==> src/rtl/button_pkg.sv <==
// Shared constants and press-FSM encoding for the push-button conditioning front end.
package button_pkg;

  localparam int DB_CYCLES_100MHZ     = 1_000_000;
  localparam int REPEAT_DELAY_100MHZ  = 50_000_000;
  localparam int REPEAT_PERIOD_100MHZ = 10_000_000;

  localparam int BTN_UP   = 0;
  localparam int BTN_DOWN = 1;

  typedef enum logic [1:0] {
    RELEASED = 2'd0,
    DELAY    = 2'd1,
    REPEAT   = 2'd2
  } press_state_e;

  function automatic int max_int(input int a, input int b);
    return (a > b) ? a : b;
  endfunction

endpackage

==> src/rtl/debounce_channel.sv <==
// One button channel: two-flop synchronizer, stability-count debouncer, and a press
// FSM that emits one-cycle pulses on press and, when enabled, on auto-repeat.
module debounce_channel
  import button_pkg::*;
#(
  parameter int DB_CYCLES     = DB_CYCLES_100MHZ,
  parameter int REPEAT_DELAY  = REPEAT_DELAY_100MHZ,
  parameter int REPEAT_PERIOD = REPEAT_PERIOD_100MHZ
) (
  input  logic clk,
  input  logic reset,
  input  logic raw,
  input  logic repeat_en,
  output logic level,
  output logic pulse
);

  localparam int DW = $clog2(DB_CYCLES + 1);
  localparam int RW = $clog2(max_int(REPEAT_DELAY, REPEAT_PERIOD) + 1);
  localparam logic [DW-1:0] DB_LAST     = DW'(DB_CYCLES - 1);
  localparam logic [RW-1:0] DELAY_LAST  = RW'(REPEAT_DELAY - 1);
  localparam logic [RW-1:0] PERIOD_LAST = RW'(REPEAT_PERIOD - 1);

  logic          sync1;
  logic          s;
  logic          stable;
  logic [DW-1:0] cnt;
  logic [RW-1:0] rcnt;
  press_state_e  state;

  logic db_done;
  logic accept_rise;
  logic accept_fall;

  assign db_done     = (s != stable) && (cnt == DB_LAST);
  assign accept_rise = db_done && s;
  assign accept_fall = db_done && !s;
  assign level       = stable;

  always_ff @(posedge clk) begin
    if (!reset) begin
      sync1  <= 1'b0;
      s      <= 1'b0;
      stable <= 1'b0;
      cnt    <= '0;
    end else begin
      sync1 <= raw;
      s     <= sync1;
      if (s == stable) begin
        cnt <= '0;
      end else if (cnt == DB_LAST) begin
        stable <= s;
        cnt    <= '0;
      end else begin
        cnt <= cnt + 1'b1;
      end
    end
  end

  // A counter match while pulse is still high holds the count at zero, so even a
  // period of one cycle can never produce back-to-back pulses.
  always_ff @(posedge clk) begin
    if (!reset) begin
      state <= RELEASED;
      rcnt  <= '0;
      pulse <= 1'b0;
    end else begin
      pulse <= 1'b0;
      if (state != RELEASED && (!stable || accept_fall)) begin
        state <= RELEASED;
        rcnt  <= '0;
      end else begin
        case (state)
          RELEASED: begin
            rcnt <= '0;
            if (accept_rise) begin
              pulse <= 1'b1;
              state <= DELAY;
            end
          end
          DELAY: begin
            if (repeat_en) begin
              if (rcnt == DELAY_LAST) begin
                rcnt <= '0;
                if (!pulse) begin
                  pulse <= 1'b1;
                  state <= REPEAT;
                end
              end else begin
                rcnt <= rcnt + 1'b1;
              end
            end
          end
          REPEAT: begin
            if (rcnt == PERIOD_LAST) begin
              rcnt <= '0;
              if (!pulse) pulse <= 1'b1;
            end else begin
              rcnt <= rcnt + 1'b1;
            end
          end
          default: begin
            state <= RELEASED;
            rcnt  <= '0;
          end
        endcase
      end
    end
  end

endmodule

==> src/rtl/button_conditioner.sv <==
// Conditions N raw push buttons into debounced levels and press/auto-repeat pulses;
// each channel is an independent debounce_channel instance.
module button_conditioner
  import button_pkg::*;
#(
  parameter int             N             = 2,
  parameter int             DB_CYCLES     = DB_CYCLES_100MHZ,
  parameter logic [N-1:0]   REPEAT_MASK   = N'(2'b10),
  parameter int             REPEAT_DELAY  = REPEAT_DELAY_100MHZ,
  parameter int             REPEAT_PERIOD = REPEAT_PERIOD_100MHZ
) (
  input  logic         clk,
  input  logic         reset,
  input  logic [N-1:0] btnRaw,
  output logic [N-1:0] btnLevel,
  output logic [N-1:0] btnPulse
);

  for (genvar i = 0; i < N; i++) begin : g_ch
    debounce_channel #(
      .DB_CYCLES    (DB_CYCLES),
      .REPEAT_DELAY (REPEAT_DELAY),
      .REPEAT_PERIOD(REPEAT_PERIOD)
    ) u_ch (
      .clk      (clk),
      .reset    (reset),
      .raw      (btnRaw[i]),
      .repeat_en(REPEAT_MASK[i]),
      .level    (btnLevel[i]),
      .pulse    (btnPulse[i])
    );
  end

endmodule

==> config.mk <==
export PLATFORM = sky130hd
export DESIGN_NAME = button_conditioner
export DESIGN_NICKNAME = d
export VERILOG_FILES = /design/src/rtl/button_pkg.sv /design/src/rtl/debounce_channel.sv /design/src/rtl/button_conditioner.sv
export SDC_FILE = /design/constraint.sdc
export NUM_CORES = 1
export LEC_CHECK = 0
export BUFFER_PORTS_ARGS = -buffer_cell sky130_fd_sc_hd__buf_2
export CORE_ASPECT_RATIO = 0.8
export CORE_UTILIZATION = 60
export CTS_CLUSTER_DIAMETER = 80
export CTS_CLUSTER_SIZE = 12
export DETAILED_ROUTE_END_ITERATION = 12
export GPL_ROUTABILITY_DRIVEN = 0
export PLACE_DENSITY = 0.76
export SLEW_MARGIN = 15
export SYNTH_ARGS = -nofsm -noshare
export SYNTH_HDL_FRONTEND = slang
export SYNTH_HIERARCHICAL = 1
export SYNTH_SLANG_ARGS = --single-unit
==> constraint.sdc <==
create_clock -name clk -period 6.82 [get_ports clk]
set_input_delay 0.682 -clock clk [delete_from_list [all_inputs] [get_ports clk]]
set_output_delay 0.682 -clock clk [all_outputs]
set_load 0.03 [all_outputs]
# Word level (Yosys, flattened, before mapping)
# Cells that the tools add are included.
# totals
reg_bits	104
input_bits	4
out_inout_bits	4
# op_classes
n_eq_ne	17
muxes	20
n_reduce_logical	27
bitwise_logic	5
n_addsub	4
# ops
operator	count
$pmux 26 s2	2
$mux 26	3
$add 26x1->26 const B	2
$eq 26x24->1 const B	2
$add 20x1->20 const B	2
$eq 20x20->1 const B	2
$eq 26x26->1 const B	1
$logic_and 1x1->1	8
$mux 2	4
$mux 1	7
$ne 2x1->1 const B	3
$pmux 2 s3	1
$reduce_and 2->1	3
$reduce_or 2->1	3
$reduce_or 3->1	2
$not 1->1	5
$eq 2x1->1 const B	2
$eq 2x2->1 const B	2
$logic_not 1->1	4
$logic_not 2->1	2
$pmux 2 s2	1
$reduce_and 4->1	1
$reduce_bool 2->1	2
$pmux 1 s3	1
other kinds (5)	8

# Depth between registers and ports, before layout
# Gate-level depths: netlist of run 1.
# logic_depth
word_depth	6
ltp_mapped	10
depth_no_buf	8

# Hierarchy
# Netlist of run 1, hierarchy kept.
# modules_own_cells
module	cells_each	area_per_inst_um2	instances
debounce_channel at g_ch[0].u_ch	327	2678.8	1
debounce_channel at g_ch[1].u_ch	328	2658.8	1
button_conditioner	2	7.5	1

# Worst setup path before layout of run 1
# OpenSTA, ideal clock, no wires.
# synth_path
path_kind	register -> register
startpoint	reg g_ch[0].u_ch.cnt[0]
endpoint	reg g_ch[0].u_ch.rcnt[22]
t_arrival_ns	2.067
path_stages_with_launch	9
setup_time_ns	0.122
slack_ns	4.631
cell_sequence	dfxtp_1 ha_1 nand2_1 nor4_1 a31o_2 buf_4 nor2_1 clkbuf_1 a221o_1
# synth_via
elab_chain_cells	6
# synth_rtl
item	line	rtl
from (decl)	debounce_channel.sv:27	logic [DW-1:0] cnt;
from (signal assigned)	debounce_channel.sv:55	cnt <= cnt + 1'b1;
$eq 20x20->1	debounce_channel.sv:35	assign db_done = (s != stable) && (cnt == DB_LAST);
$logic_and 1x1->1	debounce_channel.sv:35	
$logic_and 1x1->1	debounce_channel.sv:37	assign accept_fall = db_done && !s;
$logic_or 1x1->1	debounce_channel.sv:69	if (state != RELEASED && (!stable || accept_fall)) begin
$logic_and 1x1->1	debounce_channel.sv:69	
$reduce_or 2->1 (no source line)	--	
to (signal assigned)	debounce_channel.sv:90	rcnt <= rcnt + 1'b1;
to (signal assigned)	debounce_channel.sv:99	rcnt <= rcnt + 1'b1;
to (decl)	debounce_channel.sv:28	logic [RW-1:0] rcnt;
# Every way passes these cells.
# A chain may end at the register's enable or synchronous reset.

# Worst setup path after layout of run 1
# Same ends and word-level chain as after synthesis.

==> flow_summary_export.csv, run 1 <==
group,metric,value,unit
finish,area_growth,6.53,%
route,wl_per_cell,14.0,um
global_routing,grt_pass1_vias,4364,
timing,rsz0062_at_grt,"false",
floorplan,die_x,108,um
timing,post-route-period-util,38.8,%
placement,place_hpwl,7680,um
route,vias,4684,
critical_path,critical_path.top_delay_family,"simple AND/OR/NAND/NOR gates",
finish,nets,685,
logic_synthesis,yosysSeqAreaShare,39.0,%
finish,layout-drive-gt1-share,6.82,%
clocking,cts_hold_buf,0,
global_routing,antenna_found_initial,0,
critical_path,worstPathMaxFanout,25,
critical_path,cp_cell_sequence,"ha_1, nand2_1, nor4_1, a31o_2, a211oi_4, buf_6, and3_1, a221o_1",
critical_path,slowest_delay,600,ps
pwr,power,1.00,mW
global_routing,grt_util_all_layers,25.4,%
global_routing,grt_pass1_wl,19200,um
timing,period_minus_slack,2640,ps
logic_synthesis,synth_area,5350,um^2
finish,diodes,0,
logic_synthesis,synth_edf_count,0,
critical_path,endpoint_kind,"flop",
min_path,min_path_type,"flop to flop",
route,wl,11000,um
pwr,peakVddDrop,0.180,mV
clocking,clk_pin_slew_worst_paths,100,ps
finish,multiInputGateArea,3120,um^2
run_status,status,"finished clean",
critical_path,crit_required,7060,ps
critical_path,r2r_start,"g_ch[0].u_ch/cnt[0]",
logic_synthesis,synth_warnings,6,
critical_path,cp.arrival,2890,ps
clocking,clock-root-buffer,"clkbuf_8",
floorplan,ios,8,
logic_synthesis,synth_ff_type,"dfxtp_1",
critical_path,cp_slowest_cell,"nor4_1",
critical_path,crit_type,"flop to flop",
timing,tightest_slew,1410,ps
floorplan,core-area,8560,um^2
logic_synthesis,synth.largest_area_cell,"dfxtp_1",
clocking,clock_sinks,104,
placement,io_buffers,7,
global_routing,grt_overflow,0,
floorplan,die_area,9290,um^2
run,drv_cap,0,
logic_synthesis,yosysMostFrequentCell,"dfxtp_1",
logic_synthesis,ys_seq_elements,104,
clocking,clk_latency,360,ps
route,firstDrtPassIters,5,
clocking,cts_tree,"built",
logic_synthesis,synthArstFlopShare,0,%
logic_synthesis,yosysUniqueCellTypes,59,
floorplan,rows,30,
logic_synthesis,synth_area_leaders,"dfxtp_1 (39%), nor2_1 (5.8%), nand3_1 (5.1%)",
clocking,clockBufferDepth,2,
clocking,cts_buffers,9,
timing,slew_violations,0,
logic_synthesis,synth_cells,657,
global_routing,grt_max_degree,36,
timing,setup_viol,0,
timing,hold_violations,0,
floorplan,die_y,86.4,um
clocking,postCtsSetupRepairBufs,0,
floorplan,start_util,62.5,%
pwr,p_per_area,176,nW/um^2
finish,regArea,2080,um^2
timing,holdWs,444,ps
critical_path,critPathLaunch,"g_ch[0].u_ch/cnt[0]",
logic_synthesis,synth.avg_cell_area,8.14,um^2
route,route.detailed.drc,0,
logic_synthesis,yosys-top-cells-count,"dfxtp_1 (104), nor2_1 (82), nand2_1 (73)",
pwr,p_leak,1.88,nW
clocking,cts_resized,0,
route,vias_per_cell,5.96,
finish,fillers,712,
timing,clock_skew,15.7,ps
timing,finalSetupTns,0,ps
min_path,hp-start,"g_ch[1].u_ch/sync1",
timing,relSlewSlack,5.75,%
critical_path,startpoint_type,"flop",
route,ant_nets,0,
route,drt_iter0_markers,273,
logic_synthesis,synth_top_area_share,39.0,%
clocking,cts_htree_levels,3,
critical_path,critPathBufInv,1,
timing,fmax,378,MHz
per-layer routing:
metal / share of wire, % / vias to the layer above / GRT usage, %
li1: - / 2374 / -
met1: 48 / 2195 / 34.8
met2: 46 / 105 / 40.3
met3: 4.7 / 10 / 5.26
met4: 0.84 / 0 / 7.97
met5: 0 / - / 0
power by group:
group / switching, mW / internal [mW]
clock: 0.210 / 0.172
combinational: 0.00713 / 0.00348
sequential: 0.00105 / 0.608
total: 0.219 / 0.784
cell usage in the layout (no fill, tap or decap), types with 14 or more instances in the layout:
| master | instances |
|---|---|
| a21oi_1 | 37 |
| o21ai_0 | 31 |
| nor3_1 | 14 |
| xor2_1 | 28 |
| nand3_1 | 55 |
| dfxtp_1 | 104 |
| inv_1 | 25 |
| and3_1 | 19 |
| nand4_1 | 18 |
| nor2_1 | 82 |
| nand2_1 | 73 |
through the flow:
| stage | setup slack, ps | cell area [um^2] | utilization [%] | std cells |
|---|---|---|---|---|
| 3_3_place_gp | 4170 | 5490 | 64.1 | 769 |
| 5_1_grt | 3980 | 5690 | 66.5 | 786 |
| 2_1_floorplan | 4630 | 5370 | - | 664 |
| 4_1_cts | 4180 | 5680 | 66.4 | 785 |
| 6_report | 4180 | 5690 | 66.5 | 786 |
| 3_5_place_dp | 4050 | 5490 | 64.1 | 769 |
registers in the layout, summed over array words and instances (netlist names):
name,flops
g_ch.u_ch/state,4
g_ch.u_ch/cnt,40
g_ch.u_ch/sync1,2
g_ch.u_ch/pulse,2
g_ch.u_ch/s,2
g_ch.u_ch/rcnt,52
g_ch.u_ch/level,2
path summary, 6_finish.rpt:
| kind | endpoint | slack [ps] | depth (start not counted) |
|---|---|---|---|
| worst min-delay path | g_ch[1].u_ch/s | 440 | 1 |
| worst max-delay path | g_ch[0].u_ch/rcnt[22] | 4180 | 8 |
| worst max register to register | g_ch[0].u_ch/rcnt[22] | 4180 | 8 |
| worst min register to register | g_ch[1].u_ch/s | 440 | 1 |
area by class of cell:
class                      instances  area share, %
tap                              112           2.46
inverter                          25           1.65
multi-input combinational        518           54.7
sequential                       104           36.6
clock inverter                     6           1.16
clock buffer                      10           2.24
timing repair buffer              11           1.21
cell families (layout without fill, tap and decap cells):
kind of cell | Yosys count | after routing | share of synthesized area [%]
and+or+nand+nor | 332 | 332 | 32.7
adders and majority gates | 12 | 12 | 2.81
xor gates and xnor gates | 40 | 40 | 6.55
DFF | 104 | 104 | 39.0
muxes | 3 | 3 | 0.562
buffers and inverters | 42 | 52 | 3.25
other | 2 | 9 | 0.141
AOI/OAI and AO/OA | 122 | 122 | 15.0
(Power assumes the default switching activity.)
==> run 2: changes to the inputs <==
==> constraint.sdc (replaced) <==
create_clock -name clk -period 2.6 [get_ports clk]
set_input_delay 0.26 -clock clk [delete_from_list [all_inputs] [get_ports clk]]
set_output_delay 0.26 -clock clk [all_outputs]
set_load 0.03 [all_outputs]
==> run 2 against run 1 <==
Total power grew to 2.7 times the previous value. Global-route usage is 0.16 points higher. Final cell count is 2.0% higher. Critical endpoint is now g_ch[0].u_ch/rcnt[16]. Largest cell class unchanged. Largest power group unchanged.
==> flow_summary_export.csv, run 2 (synthesis results as in run 1) <==
group,metric,value,unit
run_status,status,"finished clean",
route,vias_per_cell,5.85,
clocking,cts_hold_buf,0,
timing,setup_viol,0,
global_routing,grt_pass1_vias,4301,
min_path,min_path_type,"primary input to flop",
clocking,clock-root-buffer,"clkbuf_8",
timing,tightest_slew,1450,ps
timing,clock_skew,11.4,ps
clocking,postCtsSetupRepairBufs,0,
global_routing,grt_util_all_layers,25.6,%
finish,top_register,"g_ch.u_ch/rcnt",
finish,fillers,732,
clocking,clk_latency,380,ps
finish,postLayoutCellArea,5840,um^2
route,vias,4693,
floorplan,die_y,86.4,um
finish,nets,701,
clocking,clockBufferDepth,2,
critical_path,r2r_cells,7,
finish,mostFrequentLayoutCell,"dfxtp_1",
route,drt_iter0_markers,310,
critical_path,r2r_setup_slack,110,ps
timing,hold_violations,0,
floorplan,die_area,9290,um^2
route,wl_per_cell,13.6,um
timing,finalSetupTns,0,ps
min_path,hp-start,"btnRaw[1]",
min_path,min_to,"g_ch[1].u_ch/sync1",
clocking,cts_resized,0,
finish,diodes,0,
run,drv_cap,0,
global_routing,grt_overflow,0,
critical_path,crit_required,2880,ps
finish,area_growth,9.29,%
pwr,p_per_area,463,nW/um^2
timing,relSlewSlack,2.97,%
clocking,clk_pin_slew_worst_paths,100,ps
floorplan,rows,30,
floorplan,ios,8,
finish,final_cell_mix,"dfxtp_1 (104), nor2_1 (82), nand2_1 (73)",
route,firstDrtPassIters,5,
clocking,cts_buffers,9,
critical_path,endpoint_kind,"flop",
floorplan,start_util,62.5,%
placement,place_hpwl,7870,um
route,wl,10900,um
min_path,min_path_cells,2,
global_routing,antenna_found_initial,0,
critical_path,worstPathMaxFanout,35,
critical_path,crit_type,"flop to flop",
timing,slew_violations,0,
global_routing,grt_max_degree,36,
clocking,cts_htree_levels,3,
floorplan,die_x,108,um
placement,placed_area,5630,um^2
finish,layout-drive-gt1-share,9.13,%
finish,top_regs,"g_ch.u_ch/rcnt: 52 flops, g_ch.u_ch/cnt: 40 flops, g_ch.u_ch/state: 4 flops",
finish,largest_reg_flops,52,
timing,post-route-period-util,95.6,%
placement,io_buffers,7,
timing,period_minus_slack,2490,ps
timing,fmax,402,MHz
clocking,clock_sinks,104,
route,route.detailed.drc,0,
critical_path,worst_r2r_endpoint,"g_ch[0].u_ch/rcnt[16]",
global_routing,grt_pass1_wl,19200,um
critical_path,critPathLaunch,"g_ch[0].u_ch/rcnt[15]",
route,ant_nets,0,
critical_path,startpoint_type,"flop",
critical_path,cp.arrival,2760,ps
pwr,peakVddDrop,0.407,mV
pwr,p_leak,1.98,nW
critical_path,r2r_start,"g_ch[0].u_ch/rcnt[15]",
floorplan,core-area,8560,um^2
clocking,cts_tree,"built",
timing,rsz0062_at_grt,"false",
run 2: cell types whose count changed in the layout (fill, tap and decap cells not counted):
cell      before  now
clkbuf_8       9   10
buf_4          3   19
clkinv_2       2    1
buf_6          1    0
inv_8          0    2
clkbuf_1       1    0
buf_12         0    1
inv_6          2    1
run 2: worst max path at each step:
stage | endpoint | slack [ps]
2_1_floorplan | g_ch[0].u_ch/rcnt[22] | 410
3_3_place_gp | g_ch[0].u_ch/rcnt[7] | 240
3_5_place_dp | g_ch[0].u_ch/rcnt[25] | 170
4_1_cts | g_ch[0].u_ch/rcnt[16] | 150
5_1_grt | g_ch[0].u_ch/rcnt[13] | 7
6_report | g_ch[0].u_ch/rcnt[16] | 110
run 2: area by class of cell:
type,count,area [um^2],share of cell area [%]
well taps,112,140,2.40
clock inverters,6,75.1,1.29
repair buffers,27,198,3.38
multi-input cells,518,3120,53.3
inverters,25,93.8,1.61
flip-flops and latches,104,2080,35.6
clock buffers,10,138,2.36
run 2: power by group:
group	internal, mW	leakage, nW	switching, mW	total [mW]
clock	0.489	0.111	0.588	1.08
combinational	0.0106	1.03	0.0185	0.0290
sequential	1.60	0.838	0.00270	1.60
run 2: worst max-delay path, stage by stage (launching register included):
cell	delay [ps]
dfxtp_1	460
or4b_2	620
nor4_2	290
a21bo_2	240
a211oi_4	60
buf_4	230
and3_1	210
a221o_1	260
run 2: through the flow:
stage               power [mW]  worst slack, ps  util [%]  hold WS, ps  std cells
floorplan                 1.65              411         -          382        664
global placement          1.66              235      65.8          424        786
detailed placement        1.66              170      65.8          420        786
CTS                       2.73              152      68.3         58.3        802
global route              2.81             6.92      68.3         62.1        802
finish                    2.70              115      68.3         78.1        802
run 2: metal layers:
| metal | global-route usage [%] | wire [um] | vias up |
|---|---|---|---|
| li1 | - | - | 2418 |
| met1 | 35.2 | 5450 | 2177 |
| met2 | 39.9 | 4800 | 93 |
| met3 | 7.44 | 578 | 5 |
| met4 | 5.48 | 73 | 0 |
| met5 | 0 | 0 | - |
